--- src/rtl/map_pkg.sv ---
// map_pkg: constants and types shared by the map ROM arbiter.
//   MAP_W/MAP_H  : map size in pixels (MAP_W is also the ROM row pitch)
//   ADDR_W/DATA_W: map ROM address / data (palette index) widths
//   SCR_W/SCR_H  : visible screen size used to scale DrawX/DrawY onto the map
//   OOB_VAL      : palette index returned for out-of-map probes
//   arb_state_t  : arbiter FSM states
package map_pkg;
    localparam int MAP_W  = 400;
    localparam int MAP_H  = 300;
    localparam int ADDR_W = 17;
    localparam int DATA_W = 4;
    localparam int SCR_W  = 640;
    localparam int SCR_H  = 480;
    localparam logic [3:0] OOB_VAL = 4'hF;

    typedef enum logic [1:0] {
        IDLE,
        ISSUE,
        WAIT,
        DONE
    } arb_state_t;
endpackage

--- src/rtl/map_rom_arbiter_if.sv ---
// map_rom_arbiter_if: probe request/response bus between the collision
// probes and the map ROM arbiter.
//   req      : per-probe request, held until its ack
//   req_x/y  : per-probe map coordinate, stable while req is high
//   ack      : one-cycle response strobe (one-hot or zero)
//   rsp_data : palette index, valid in the ack cycle only
// Modports: master = probe side, slave = arbiter side.
interface map_rom_arbiter_if
    import map_pkg::*;
#(
    parameter int NREQ = 2,
    parameter int DW   = map_pkg::DATA_W
);
    logic [NREQ-1:0]       req;
    logic [NREQ-1:0][9:0]  req_x;
    logic [NREQ-1:0][9:0]  req_y;
    logic [NREQ-1:0]       ack;
    logic [DW-1:0]         rsp_data;

    modport master (output req, req_x, req_y, input ack, rsp_data);
    modport slave  (input req, req_x, req_y, output ack, rsp_data);
endinterface

--- src/rtl/rr_picker.sv ---
// rr_picker: combinational round-robin selector.
//   req : request vector
//   ptr : index of the last requester served
//   idx : first requester after ptr (cyclically) that is requesting
//   vld : any request present
module rr_picker #(
    parameter int NREQ = 2,
    parameter int IW   = 1
) (
    input  logic [NREQ-1:0] req,
    input  logic [IW-1:0]   ptr,
    output logic [IW-1:0]   idx,
    output logic            vld
);
    logic [IW-1:0] j;

    // Scan from the farthest candidate to the nearest so the nearest
    // requester after ptr is the last (winning) assignment.
    always_comb begin
        idx = '0;
        vld = 1'b0;
        j   = '0;
        for (int i = NREQ; i >= 1; i--) begin
            j = IW'((int'(ptr) + i) % NREQ);
            if (req[j]) begin
                idx = j;
                vld = 1'b1;
            end
        end
    end
endmodule

--- src/rtl/map_rom_arbiter.sv ---
// map_rom_arbiter: shares the single-port map ROM between the VGA renderer
// and the collision probes. The renderer owns the ROM address except for the
// single ISSUE cycle of a probe, which is only granted during blanking.
// Ports:
//   vga_clk, reset_n : clock, synchronous active-low reset
//   blank            : 1 = active video, 0 = blanking
//   DrawX, DrawY     : current VGA pixel
//   prb              : probe request/response bus (slave modport)
//   rom_addr, rom_q  : map ROM address (combinational mux) and read data
//   busy             : high while a probe transaction is in flight
// Optional feature: define MAP_ARB_OOB_CHECK_EN to answer out-of-map probes
// with OOB_VAL straight away, without touching the ROM.
module map_rom_arbiter
    import map_pkg::*;
#(
    parameter int NREQ    = 2,
    parameter int MAP_W   = map_pkg::MAP_W,
    parameter int MAP_H   = map_pkg::MAP_H,
    parameter int ADDR_W  = map_pkg::ADDR_W,
    parameter int DATA_W  = map_pkg::DATA_W,
    parameter int ROM_LAT = 1,
    parameter int H_LAST  = 799,
    parameter logic [DATA_W-1:0] OOB_VAL = DATA_W'(map_pkg::OOB_VAL)
) (
    input  logic              vga_clk,
    input  logic              reset_n,
    input  logic              blank,
    input  logic [9:0]        DrawX,
    input  logic [9:0]        DrawY,
    map_rom_arbiter_if.slave  prb,
    output logic [ADDR_W-1:0] rom_addr,
    input  logic [DATA_W-1:0] rom_q,
    output logic              busy
);
    localparam int IW = (NREQ > 1) ? $clog2(NREQ) : 1;
    localparam int CW = (ROM_LAT > 1) ? $clog2(ROM_LAT) : 1;

    arb_state_t        state;
    logic [IW-1:0]     rr_ptr;
    logic [IW-1:0]     win_q;
    logic [IW-1:0]     pick_idx;
    logic              pick_vld;
    logic              win_oob;
    logic              gate_ok;
    logic [CW-1:0]     cnt;
    logic [ADDR_W-1:0] addr_q;
    logic [ADDR_W-1:0] probe_addr;
    logic [ADDR_W-1:0] vga_addr;
    logic [18:0]       vx_prod;
    logic [18:0]       vy_prod;
    logic [18:0]       vga_sum;

    // Screen pixel -> map pixel -> ROM address, 19-bit intermediates.
    assign vx_prod  = 19'(DrawX) * 19'(MAP_W);
    assign vy_prod  = 19'(DrawY) * 19'(MAP_H);
    assign vga_sum  = vx_prod / 19'(SCR_W) + (vy_prod / 19'(SCR_H)) * 19'(MAP_W);
    assign vga_addr = ADDR_W'(vga_sum);

    rr_picker #(.NREQ(NREQ), .IW(IW)) u_pick (
        .req (prb.req),
        .ptr (rr_ptr),
        .idx (pick_idx),
        .vld (pick_vld)
    );

    assign probe_addr = ADDR_W'(prb.req_y[pick_idx]) * ADDR_W'(MAP_W)
                      + ADDR_W'(prb.req_x[pick_idx]);

`ifdef MAP_ARB_OOB_CHECK_EN
    assign win_oob = (32'(prb.req_x[pick_idx]) >= 32'(MAP_W)) ||
                     (32'(prb.req_y[pick_idx]) >= 32'(MAP_H));
`else
    assign win_oob = 1'b0;
`endif

    // Excluding the last pixel of the line keeps ISSUE (next cycle) out of
    // active video: blanking at H_LAST may be followed by visible pixel 0.
    assign gate_ok = !blank && (DrawX != 10'(H_LAST));

    assign rom_addr = (state == ISSUE) ? addr_q : vga_addr;

    always_ff @(posedge vga_clk) begin
        if (!reset_n) begin
            state        <= IDLE;
            rr_ptr       <= IW'(NREQ - 1);
            win_q        <= '0;
            addr_q       <= '0;
            cnt          <= '0;
            busy         <= 1'b0;
            prb.ack      <= '0;
            prb.rsp_data <= '0;
        end else begin
            prb.ack <= '0;
            unique case (state)
                IDLE: begin
                    if (pick_vld && (gate_ok || win_oob)) begin
                        win_q  <= pick_idx;
                        addr_q <= probe_addr;
                        busy   <= 1'b1;
                        if (win_oob) begin
                            prb.rsp_data <= OOB_VAL;
                            prb.ack      <= NREQ'(1) << pick_idx;
                            state        <= DONE;
                        end else begin
                            state <= ISSUE;
                        end
                    end
                end
                ISSUE: begin
                    cnt   <= '0;
                    state <= WAIT;
                end
                WAIT: begin
                    if (cnt == CW'(ROM_LAT - 1)) begin
                        prb.rsp_data <= rom_q;
                        prb.ack      <= NREQ'(1) << win_q;
                        state        <= DONE;
                    end else begin
                        cnt <= cnt + CW'(1);
                    end
                end
                DONE: begin
                    rr_ptr <= win_q;
                    busy   <= 1'b0;
                    state  <= IDLE;
                end
            endcase
        end
    end
endmodule

--- src/flat_wrapper.sv ---
// flat-port wrapper written by rule: the top's interface ports become plain ports
module map_rom_arbiter_flat import map_pkg::*;
#(
    parameter int NREQ    = 2,
    parameter int MAP_W   = map_pkg::MAP_W,
    parameter int MAP_H   = map_pkg::MAP_H,
    parameter int ADDR_W  = map_pkg::ADDR_W,
    parameter int DATA_W  = map_pkg::DATA_W,
    parameter int ROM_LAT = 1,
    parameter int H_LAST  = 799,
    parameter logic [DATA_W-1:0] OOB_VAL = DATA_W'(map_pkg::OOB_VAL)
)
  (vga_clk, reset_n, blank, DrawX, DrawY, rom_addr, rom_q, busy, prb_req, prb_req_x, prb_req_y, prb_ack, prb_rsp_data);
  map_rom_arbiter_if #(.NREQ(NREQ), .DW((4))) prb_i ();
  input  logic vga_clk;
  input  logic reset_n;
  input  logic blank;
  input  logic [9:0] DrawX;
  input  logic [9:0] DrawY;
  output logic [ADDR_W-1:0] rom_addr;
  input  logic [DATA_W-1:0] rom_q;
  output logic busy;
  input wire logic [$bits(prb_i.req)-1:0] prb_req;
  input wire logic [$bits(prb_i.req_x)-1:0] prb_req_x;
  input wire logic [$bits(prb_i.req_y)-1:0] prb_req_y;
  output wire logic [$bits(prb_i.ack)-1:0] prb_ack;
  output wire logic [$bits(prb_i.rsp_data)-1:0] prb_rsp_data;
  assign prb_i.req = prb_req;
  assign prb_i.req_x = prb_req_x;
  assign prb_i.req_y = prb_req_y;
  assign prb_ack = prb_i.ack;
  assign prb_rsp_data = prb_i.rsp_data;
  map_rom_arbiter #(.NREQ(NREQ), .MAP_W(MAP_W), .MAP_H(MAP_H), .ADDR_W(ADDR_W), .DATA_W(DATA_W), .ROM_LAT(ROM_LAT), .H_LAST(H_LAST), .OOB_VAL(OOB_VAL)) u_core (.vga_clk(vga_clk), .reset_n(reset_n), .blank(blank), .DrawX(DrawX), .DrawY(DrawY), .prb(prb_i), .rom_addr(rom_addr), .rom_q(rom_q), .busy(busy));
endmodule
--- config.mk ---
export PLATFORM = sky130hd
export DESIGN_NAME = map_rom_arbiter_flat
export DESIGN_NICKNAME = d
export VERILOG_FILES = /design/src/rtl/map_pkg.sv /design/src/rtl/map_rom_arbiter_if.sv /design/src/rtl/rr_picker.sv /design/src/rtl/map_rom_arbiter.sv /design/src/flat_wrapper.sv
export SDC_FILE = /design/constraint.sdc
export NUM_CORES = 1
export LEC_CHECK = 0
export ABC_AREA = 1
export CAP_MARGIN = 5
export CORE_ASPECT_RATIO = 1.25
export CORE_UTILIZATION = 40
export CTS_CLUSTER_DIAMETER = 80
export CTS_CLUSTER_SIZE = 8
export DETAILED_ROUTE_END_ITERATION = 12
export GPL_TIMING_DRIVEN = 0
export SYNTH_ARGS = -nofsm -noshare
export SYNTH_HDL_FRONTEND = slang
export SYNTH_HIERARCHICAL = 1
export SYNTH_SLANG_ARGS = --single-unit
--- constraint.sdc ---
create_clock -name vga_clk -period 23.2 [get_ports vga_clk]
set_input_delay 4.64 -clock vga_clk [delete_from_list [all_inputs] [get_ports vga_clk]]
set_output_delay 4.64 -clock vga_clk [all_outputs]
set_load 0.1 [all_outputs]
==> metrics.txt, run 1 <==
Die Y-Extent 176.2 um; die area 0.02490 sq mm; nets 1909; non-filler cells, final 1979; Synth top area share 20.11%; Worst Skew 0.001092 ns; register area share after synthesis 5.775%; total track usage 18.11%; Yosys cell types 54; Clock Sink Count 28; min cycle time layout 22.30 ns; Crit. End Element output pin; Slew headroom 30.20%; Synth area leader ha_1; hold_buf cts 0; Worst Path Required 18.56 ns; I/O pins 93; Fmax 0.04483 GHz; wire per inst 11.10 um; Avg Inst Size Synth 6.278 sq um; share of post-route cells with drive strength above 1 10.64%; Mapped Nets 1800; first drt pass iteration count 5; Period Utilization, post-route 96.14%; Yosys reg bits 28; Cells after Synth 1546; Ant. Diodes 0; critical path arrival 17.66 ns; final wirelength 21.96 mm; first-pass GRT wire length 38.27 mm; Root Buffer clkbuf_16; num rows 63; CP peak stage delay 0.54 ns; placed insts 1962; initial antenna violation count 0; starting density of the core 40.77%; routed vias 9372; status finished clean; Area Overhead vs Synth 17.30%; Post-synth ARST share 0%; Synth Warn # 6; drt first-iter violations 337; Final Hold Fails 0; # setup viols final 0; Die X 141.3 um; setup tns final 0 ns; vias in the first global route 8807; maxcap violations 0; Worst-path clk slew 0.07 ns; global route overflow 0; top cells by area, synth ha_1 20%, nand2_1 16%, inv_1 11%; clock tree buffer depth 2; TritonCTS buffer count 3; Post-synth top flop dfxtp_1; RSZ-0062 raised after global routing true; Final GP Congestion 0.8214; worst slew pin tran 1.044 ns; Hold Slack 0.4470 ns; Setup crit start kind input port; Final HPWL DP 19.57 mm; Detail Route Antenna Nets 0; number of H-tree levels 1; CP Class input port to output pin; vias per cell 4.736; critical-path maximum fanout 12; clk_lat worst skew 0.26 ns; Buf/Inv on CP 11; worst hold-check path type flip-flop to flip-flop; Residual DRC 0; CP delay by family, top simple AND/OR/NAND/NOR gates; Post-Synthesis Cell Area 0.009706 sq mm; largest net degree at the start of global routing 17; CORE AREA 0.02381 sq mm; most frequent cell on the critical path nand2_1; buffers added on ports 91; utilization after layout 47.82%; Slowest-stage cell, CP fa_1; CTS tree done; number of max-slew violations in the final report 0; Post-synth EDFFs 0
==> placed cells by master, fill, tap and decap left out, drive strengths merged, types with 5 or more instances in the layout <==
cell / n
xor2: 60
nor3: 9
nand2: 451
dfxtp: 28
clkinv: 5
ha: 156
o21ai: 71
or2: 5
a21oi: 74
inv: 299
nand3: 140
clkbuf: 16
mux2: 10
clkdlybuf4s50: 75
fa: 29
dlymetal6s2s: 13
o21bai: 9
xnor2: 18
buf: 17
nor2: 120
nand4: 20
==> path summary, 6_finish.rpt <==
| kind | start | end | slack (ns) | cells after the start |
|---|---|---|---|---|
| min | u_core/addr_q[4] | u_core/addr_q[4] | 0.45 | 2 |
| max | DrawY[6] | rom_addr[16] | 0.90 | 90 |
| min reg2reg | u_core/addr_q[4] | u_core/addr_q[4] | 0.45 | 2 |
| max reg2reg | u_core/rr_ptr | u_core/addr_q[16] | 18.42 | 20 |
==> registers in the layout, summed over array words and instances, names as in the netlist <==
register and count:
u_core/addr_q 17, u_core/busy 1, u_core/prb.ack 2, u_core/prb.rsp_data 4, u_core/rr_ptr 1, u_core/state 2
u_core/win_q 1
==> final cells by class <==
class                           count  area (sq um)
Sequential cell                    28         560.5
Clock buffer                        3         75.07
Clock inverter                      1         30.03
Buffer                             14         95.09
Multi-Input combinational cell   1200          8036
Tap cell                          325         406.6
Fill cell                        2567         12420
Inverter                          304          1146
Timing Repair Buffer              104          1035
==> kinds of logic after synthesis <==
logic type / Yosys count / synth area share (%)
XOR/XNOR: 78 / 7.194
multiplexers: 14 / 1.573
AO/OA/AOI/OAI: 169 / 9.707
adder cells (fa/ha/maj): 185 / 26.09
flip-flops: 28 / 5.775
AND/OR/NAND/NOR: 754 / 36.91
buffers and inverters: 318 / 12.75
==> through the flow <==
| step | worst slack, ns | instance area, sq um |
|---|---|---|
| after global placement | -0.6707 | 11020 |
| after global routing | -0.3791 | 11380 |
| after floorplan | 1.552 | 9706 |
| final | 0.8953 | 11380 |
| after detailed placement | -0.7050 | 11020 |
| after CTS | -0.01689 | 11120 |
==> what timing repair did <==
item	4_1_cts	5_1_grt
pin swaps	0	13
gates resized for setup	8	49
setup buffers	0	13
hold endpoints to repair	0	0
setup endpoints to repair	3	9
==> metal layers <==
layer | global-route usage (%) | vias up | wire, um
met5 | 0 | - | 0
met4 | 3.804 | 0 | 367
met3 | 1.573 | 18 | 556
met2 | 34.61 | 97 | 11120
met1 | 21.69 | 4152 | 9919
li1 | - | 5105 | -
==> Yosys cell counts, drive strengths merged (5+ instances only) <==
library cell  count
nor3              9
xnor2            18
nor2            120
fa               29
ha              156
inv             299
o21bai            9
nand2           451
nand3           140
or2               5
nand4            20
a21oi            74
xor2             60
mux2             10
clkbuf           10
dfxtp            28
o21ai            71
clkinv            5
==> tightest hold or removal path, delay by kind of cell, from the launching register on <==
| kind | cells | cell delay, ns |
|---|---|---|
| AO/OA/AOI/OAI | 1 | 0.05 |
| buffers and inverters | 1 | 0.05 |
| flip-flops | 1 | 0.30 |
Power of run 1 is not shown: default switching activity piles up to over one toggle a cycle in this logic, so the estimate is an artifact.
==> run 2: changes to the inputs <==
--- a/config.mk
+++ b/config.mk
@@ -10,7 +10,7 @@
 export CORE_ASPECT_RATIO = 1.25
 export CORE_UTILIZATION = 40
 export CTS_CLUSTER_DIAMETER = 80
-export CTS_CLUSTER_SIZE = 8
+export CTS_CLUSTER_SIZE = 40
 export DETAILED_ROUTE_END_ITERATION = 12
 export GPL_TIMING_DRIVEN = 0
 export SYNTH_ARGS = -nofsm -noshare
==> results of run 2 <==
Same layout as run 1: the final DEF is identical, and so are final timing and power.
Power of run 2 is left out for the same reason.
==> edit 1, RTL diff (config.mk and constraints of run 2) <==
Encoding of `arb_state_t`: now one-hot (4 bits for 4 states).
--- a/src/rtl/map_pkg.sv
+++ b/src/rtl/map_pkg.sv
@@ -15,7 +15,7 @@
 
-    typedef enum logic [1:0] {
-        IDLE,
-        ISSUE,
-        WAIT,
-        DONE
+    typedef enum logic [3:0] {
+        IDLE  = 4'b0001,
+        ISSUE = 4'b0010,
+        WAIT  = 4'b0100,
+        DONE  = 4'b1000
     } arb_state_t;
Function: no difference found for any inputs over 4 cycles, from zero or initial values and one cycle with reset_n low; so few cycles prove little.
==> edit 1 against run 2 <==
Global-route usage rose by 0.90 points. Sequential cell count rose by 2. Count of clock-buffer cells in the layout rose by 3. Synthesized area fell by 0.83%. Wire length rose by 5.5%. Cell count fell by 2.2%. Register-to-register slack got worse by 0.47 ns. Worst setup slack improved by 0.13 ns. Final area rose by 1.0%. Critical path depth fell by 7.
Power is left out: the tool's default activity adds up to more than one toggle a clock period on the data nets, which glitch-free logic cannot reach.
==> edit 1: results (changes against run 2) <==
- Drc violations: 0 (unchanged)
- Initial DRC Count: 311 (-7.7%)
- CP Capture Point: rom_addr[12]
- Post-Place Worst Slack: -1.41 ns (-0.709 ns)
- Flop2flop setup slack: 17.95 ns (-0.47 ns)
- Number of buffers created by CTS: 5 (+2)
- Number of global-route vias before repair: 8,883 (+0.86%)
- Final weighted congestion in routability-driven placement: 0.841 (+2.3%)
- Number of cells in the design after placement: 1,909 (-2.7%)
- Master of the slowest instance on the critical path: sky130_fd_sc_hd__clkdlybuf4s50_1
- Hold path startpoint: u_core/win_q$_SDFFE_PN0P_
- Biggest regs: u_core/addr_q (17), u_core/prb.rsp_data (4), u_core/state (4)
- Slew @ Worst Pin: 1.04 ns (-0.00802 ns)
- Clock-pin slew on the worst setup and hold paths: 0.05 ns (-0.02 ns)
- Crit. Startpoint: DrawY[4]
- Detailed route wirelength on metal2: 12.5 mm (+12%)
- Post-route clock skew: 0.00403 ns (+0.00293 ns)
- Largest net degree at the start of global routing: 13 (-4)
- Post-Syn Nets: 1,774 (-1.4%)
- Routed metal-1 wirelength: 9.90 mm (-0.23%)
- Post-DP HPWL: 20.4 mm (+4.1%)
- Overall track demand over capacity in global routing: 0.190 (+0.00896)
- Status: finished, final reports clean
- Mean instance size in the synthesized netlist: 6.31 um^2 (+0.54%)
- Number of vias per cell after detailed routing: 4.90 (+3.4%)
- Data arrival at the endpoint of the critical path: 17.54 ns (-0.12 ns)
- Source of the worst register-to-register timing path: u_core/rr_ptr$_SDFFE_PN1P_
- Clock network latency to the later pin of the worst-skew pair: roughly 0.27 ns
- Fraction of the yosys area taken by sequential cells: 0.0624 (+0.00464)
- Top cells by area in the synthesized netlist: sky130_fd_sc_hd__ha_1, sky130_fd_sc_hd__nand2_1, sky130_fd_sc_hd__inv_1
- Port Buffer Count: 92 (+1.1%)
- Maximum level of the CTS H-tree: 2 (+1)
- Overall routed net length: 23.2 mm (+5.5%)
- Wire length of the first global-routing pass: 39.4 mm (+2.8%)
- Post-detailed-route wirelength per cell: 12.0 um (+7.9%)
- Worst Reg2Reg Path Length in Cells: 22 (+10%)
- Fraction of layout instances using a drive strength above 1: 0.116 (+0.00984)
- CP peak stage delay: 1.22 ns (+0.68 ns)
==> edit 1: cell types whose count changed after synthesis, moves of 6 or more <==
cell                      delta
sky130_fd_sc_hd__inv_1      -10
sky130_fd_sc_hd__nand2_1    -17
sky130_fd_sc_hd__nand2_2     -6
sky130_fd_sc_hd__nand3_1     +9
sky130_fd_sc_hd__nor2_2      -7
sky130_fd_sc_hd__xnor2_1    +10
sky130_fd_sc_hd__xor2_1      -6
==> edit 1: worst min-delay path by stage <==
stage	endpoint	slack, ns	cells after the start
finish	u_core/prb.ack[0]$_SDFF_PP0_	0.42	1
global route	u_core/prb.ack[0]$_SDFF_PP0_	0.44	1
CTS	u_core/prb.ack[0]$_SDFF_PP0_	0.42	1
detailed placement	u_core/prb.ack[0]$_SDFF_PP0_	0.42	1
global placement	u_core/prb.ack[0]$_SDFF_PP0_	0.41	1
floorplan	u_core/prb.ack[0]$_SDFF_PP0_	0.40	1
==> edit 1: cells by family after synthesis <==
| family | after synthesis | synth area share |
|---|---|---|
| simple gates | 739 | 0.368 |
| buf+inv | 307 | 0.123 |
| mux | 12 | 0.0138 |
| xor+xnor | 81 | 0.0745 |
| fa+ha+maj | 180 | 0.257 |
| flops | 30 | 0.0624 |
| compound gates | 176 | 0.102 |
==> edit 1: repair_timing <==
action | in CTS | in global routing
gates resized for setup | 29 | 63
endpoints found under the hold margin | 0 | 0
setup endpoints to repair | 5 | 8
pin swaps | 8 | 25
gates cloned | 0 | 3
setup buffers | 6 | 11
==> edit 1: worst max-delay path, delay by kind of cell <==
kind	cells	cell delay, ns
adder cells (fa/ha/maj)	10	3.58
buffers and inverters	13	2.44
AO/OA/AOI/OAI	4	0.99
XOR/XNOR	2	0.29
AND/OR/NAND/NOR	54	5.53
==> edit 1: metal layers <==
layer,vias to the layer above,GRT usage
met5,-,0
met4,0,0.0408
met3,28,0.0117
met2,89,0.381
met1,4244,0.216
li1,5113,-
==> edit 1: area by class of cell <==
cell class | instances | area, um^2
tap | 292 | 365
sequential | 30 | 601
buffer | 18 | 104
fill | 2432 | 12100
inverter | 289 | 1090
timing repair buffer | 109 | 1070
clock buffer | 6 | 139
multi-input combinational | 1191 | 8130
==> edit 1: metrics by stage <==
step	instance area, um^2	TNS (ns)
after floorplan	9630	0
after global placement	10900	-2.39
after detailed placement	10900	-2.97
after CTS	11200	0
after global routing	11500	-0.145
final	11500	0
==> edit 2, RTL diff (flow settings as in run 2) <==
Made on the original files. `NREQ` is set to 2 in 4 places; all go to 1.
--- a/src/rtl/map_rom_arbiter_if.sv
+++ b/src/rtl/map_rom_arbiter_if.sv
@@ -10,3 +10,3 @@
 #(
-    parameter int NREQ = 2,
+    parameter int NREQ = 1,
     parameter int DW   = map_pkg::DATA_W
--- a/src/rtl/rr_picker.sv
+++ b/src/rtl/rr_picker.sv
@@ -6,3 +6,3 @@
 module rr_picker #(
-    parameter int NREQ = 2,
+    parameter int NREQ = 1,
     parameter int IW   = 1
--- a/src/rtl/map_rom_arbiter.sv
+++ b/src/rtl/map_rom_arbiter.sv
@@ -15,3 +15,3 @@
 #(
-    parameter int NREQ    = 2,
+    parameter int NREQ    = 1,
     parameter int MAP_W   = map_pkg::MAP_W,
--- a/src/flat_wrapper.sv
+++ b/src/flat_wrapper.sv
@@ -3,3 +3,3 @@
 #(
-    parameter int NREQ    = 2,
+    parameter int NREQ    = 1,
     parameter int MAP_W   = map_pkg::MAP_W,
Interface: changed (resized prb_ack, prb_req, prb_req_x and prb_req_y); port bits go from 93 to 71. No check against the original RTL was run, so the function may have changed too.
==> edit 2 against run 2 <==
Synthesized area is 4.1% lower. Wire length decreased by 3.6%. Core utilization fell by 0.92 points. Worst setup slack gained 0.16 ns. Final area decreased by 5.7%. Sequential cell count down 2. Critical endpoint is now rom_addr[11]. Largest cell class unchanged. Clock skew is 0.0017 ns higher.
Power is not shown: default switching activity piles up to over one toggle a cycle in this logic, so the estimate is an artifact.
==> edit 2: results (changes against run 2) <==
- Maximum level of the CTS H-tree: 1 (unchanged)
- Number of buffers created by CTS: 3 (unchanged)
- Post-Syn Nets: 1,684 (-6.4%)
- Via count: 8,981 (-4.2%)
- Worst-path maximum fanout: 12 (unchanged)
- Largest net degree at the start of global routing: 15 (-2)
- Final weighted congestion in routability-driven placement: 0.832 (+1.3%)
- CP peak stage delay: 1.14 ns (+0.60 ns)
- Port Buffer Count: 69 (-24%)
- Worst hold path type: register to register
- Initial DRC Count: 267 (-21%)
- Count of TritonRoute iterations in the first routing pass: 5 (unchanged)
- Wire length of the first global-routing pass: 36.7 mm (-4.0%)
- Post-route clock skew: 0.00284 ns (+0.00174 ns)
- Max Buffers Root-to-Sink: 2 (unchanged)
- Number of global-route vias before repair: 8,454 (-4.0%)
- Post-Place Worst Slack: -0.669 ns (+0.0361 ns)
- Placed instance area: 10,400 um^2 (-6.1%)
- Syn. warnings: 6 (unchanged)
- Root Buffer: sky130_fd_sc_hd__clkbuf_16
- Count of inserted antenna diode cells: 0 (unchanged)
- Status: finished, final reports clean
- Number of nets in the layout: 1,779 (-6.8%)
- Biggest regs: u_core/addr_q (17), u_core/prb.rsp_data (4), u_core/state (2)
- Master of the slowest instance on the critical path: sky130_fd_sc_hd__clkdlybuf4s50_1
- Slew @ Worst Pin: 1.03 ns (-0.0184 ns)
- Post-DP HPWL: 18.4 mm (-6.0%)
- Initial antenna violation count: 0 (unchanged)
- Fillers: 2,369 (-7.7%)
- Data arrival at the endpoint of the critical path: 17.51 ns (-0.15 ns)
- Clock network latency to the later pin of the worst-skew pair: 0.26 ns (about the same)
- Overall track demand over capacity in global routing: 0.179 (-0.00243)
- Post-detailed-route wirelength per cell: 11.5 um (+4.0%)
- Fraction of layout instances using a drive strength above 1: 0.113 (+0.00686)
- Post-route ant nets: 0 (unchanged)
- Clock-pin slew on the worst setup and hold paths: 0.06 ns
- Worst path top cell family by delay: simple AND/OR/NAND/NOR gates
==> edit 2: per-stage QoR <==
stage	cells	TNS, ns
2_1_floorplan	1451	0
3_3_place_gp	1808	-0.703
3_5_place_dp	1808	-0.904
4_1_cts	1812	0
5_1_grt	1833	-0.0713
6_report	1833	0
==> edit 2: cell type report <==
cell class | count | area, um^2 | share of cell area
Inverter | 275 | 1040 | 0.0968
Multi-Input combinational cell | 1134 | 7760 | 0.723
Sequential cell | 26 | 520 | 0.0485
Buffer | 16 | 106 | 0.00991
Clock buffer | 4 | 88.8 | 0.00828
Timing Repair Buffer | 90 | 857 | 0.0799
Tap cell | 288 | 360 | 0.0336
==> edit 2: layer usage <==
| layer | wire, um | global-route usage | vias up | share of wire |
|---|---|---|---|---|
| met5 | 0 | 0 | - | 0 |
| met4 | 137 | 0.0225 | 0 | 0.0065 |
| met3 | 633 | 0.0175 | 12 | 0.030 |
| met2 | 10700 | 0.345 | 109 | 0.51 |
| met1 | 9680 | 0.215 | 4029 | 0.46 |
| li1 | - | - | 4831 | - |
==> edit 2: timing repair <==
action	4_1_cts	5_1_grt
pin swaps	0	15
resized for setup	9	44
endpoints found under the setup margin	4	9
buffers inserted	0	21
==> edit 2: path summary, 6_finish.rpt <==
kind / from / to / slack, ns / cells after the start
setup / recovery: DrawY[6] / rom_addr[11] / 1.05 / 81
hold / removal: u_core/win_q$_SDFFE_PN0P_ / u_core/prb.ack$_SDFF_PP0_ / 0.44 / 1
setup reg to reg: u_core/state[0]$_SDFFE_PN0P_ / u_core/addr_q[1]$_SDFFE_PN0P_ / 21.30 / 8
hold reg to reg: u_core/win_q$_SDFFE_PN0P_ / u_core/prb.ack$_SDFF_PP0_ / 0.44 / 1
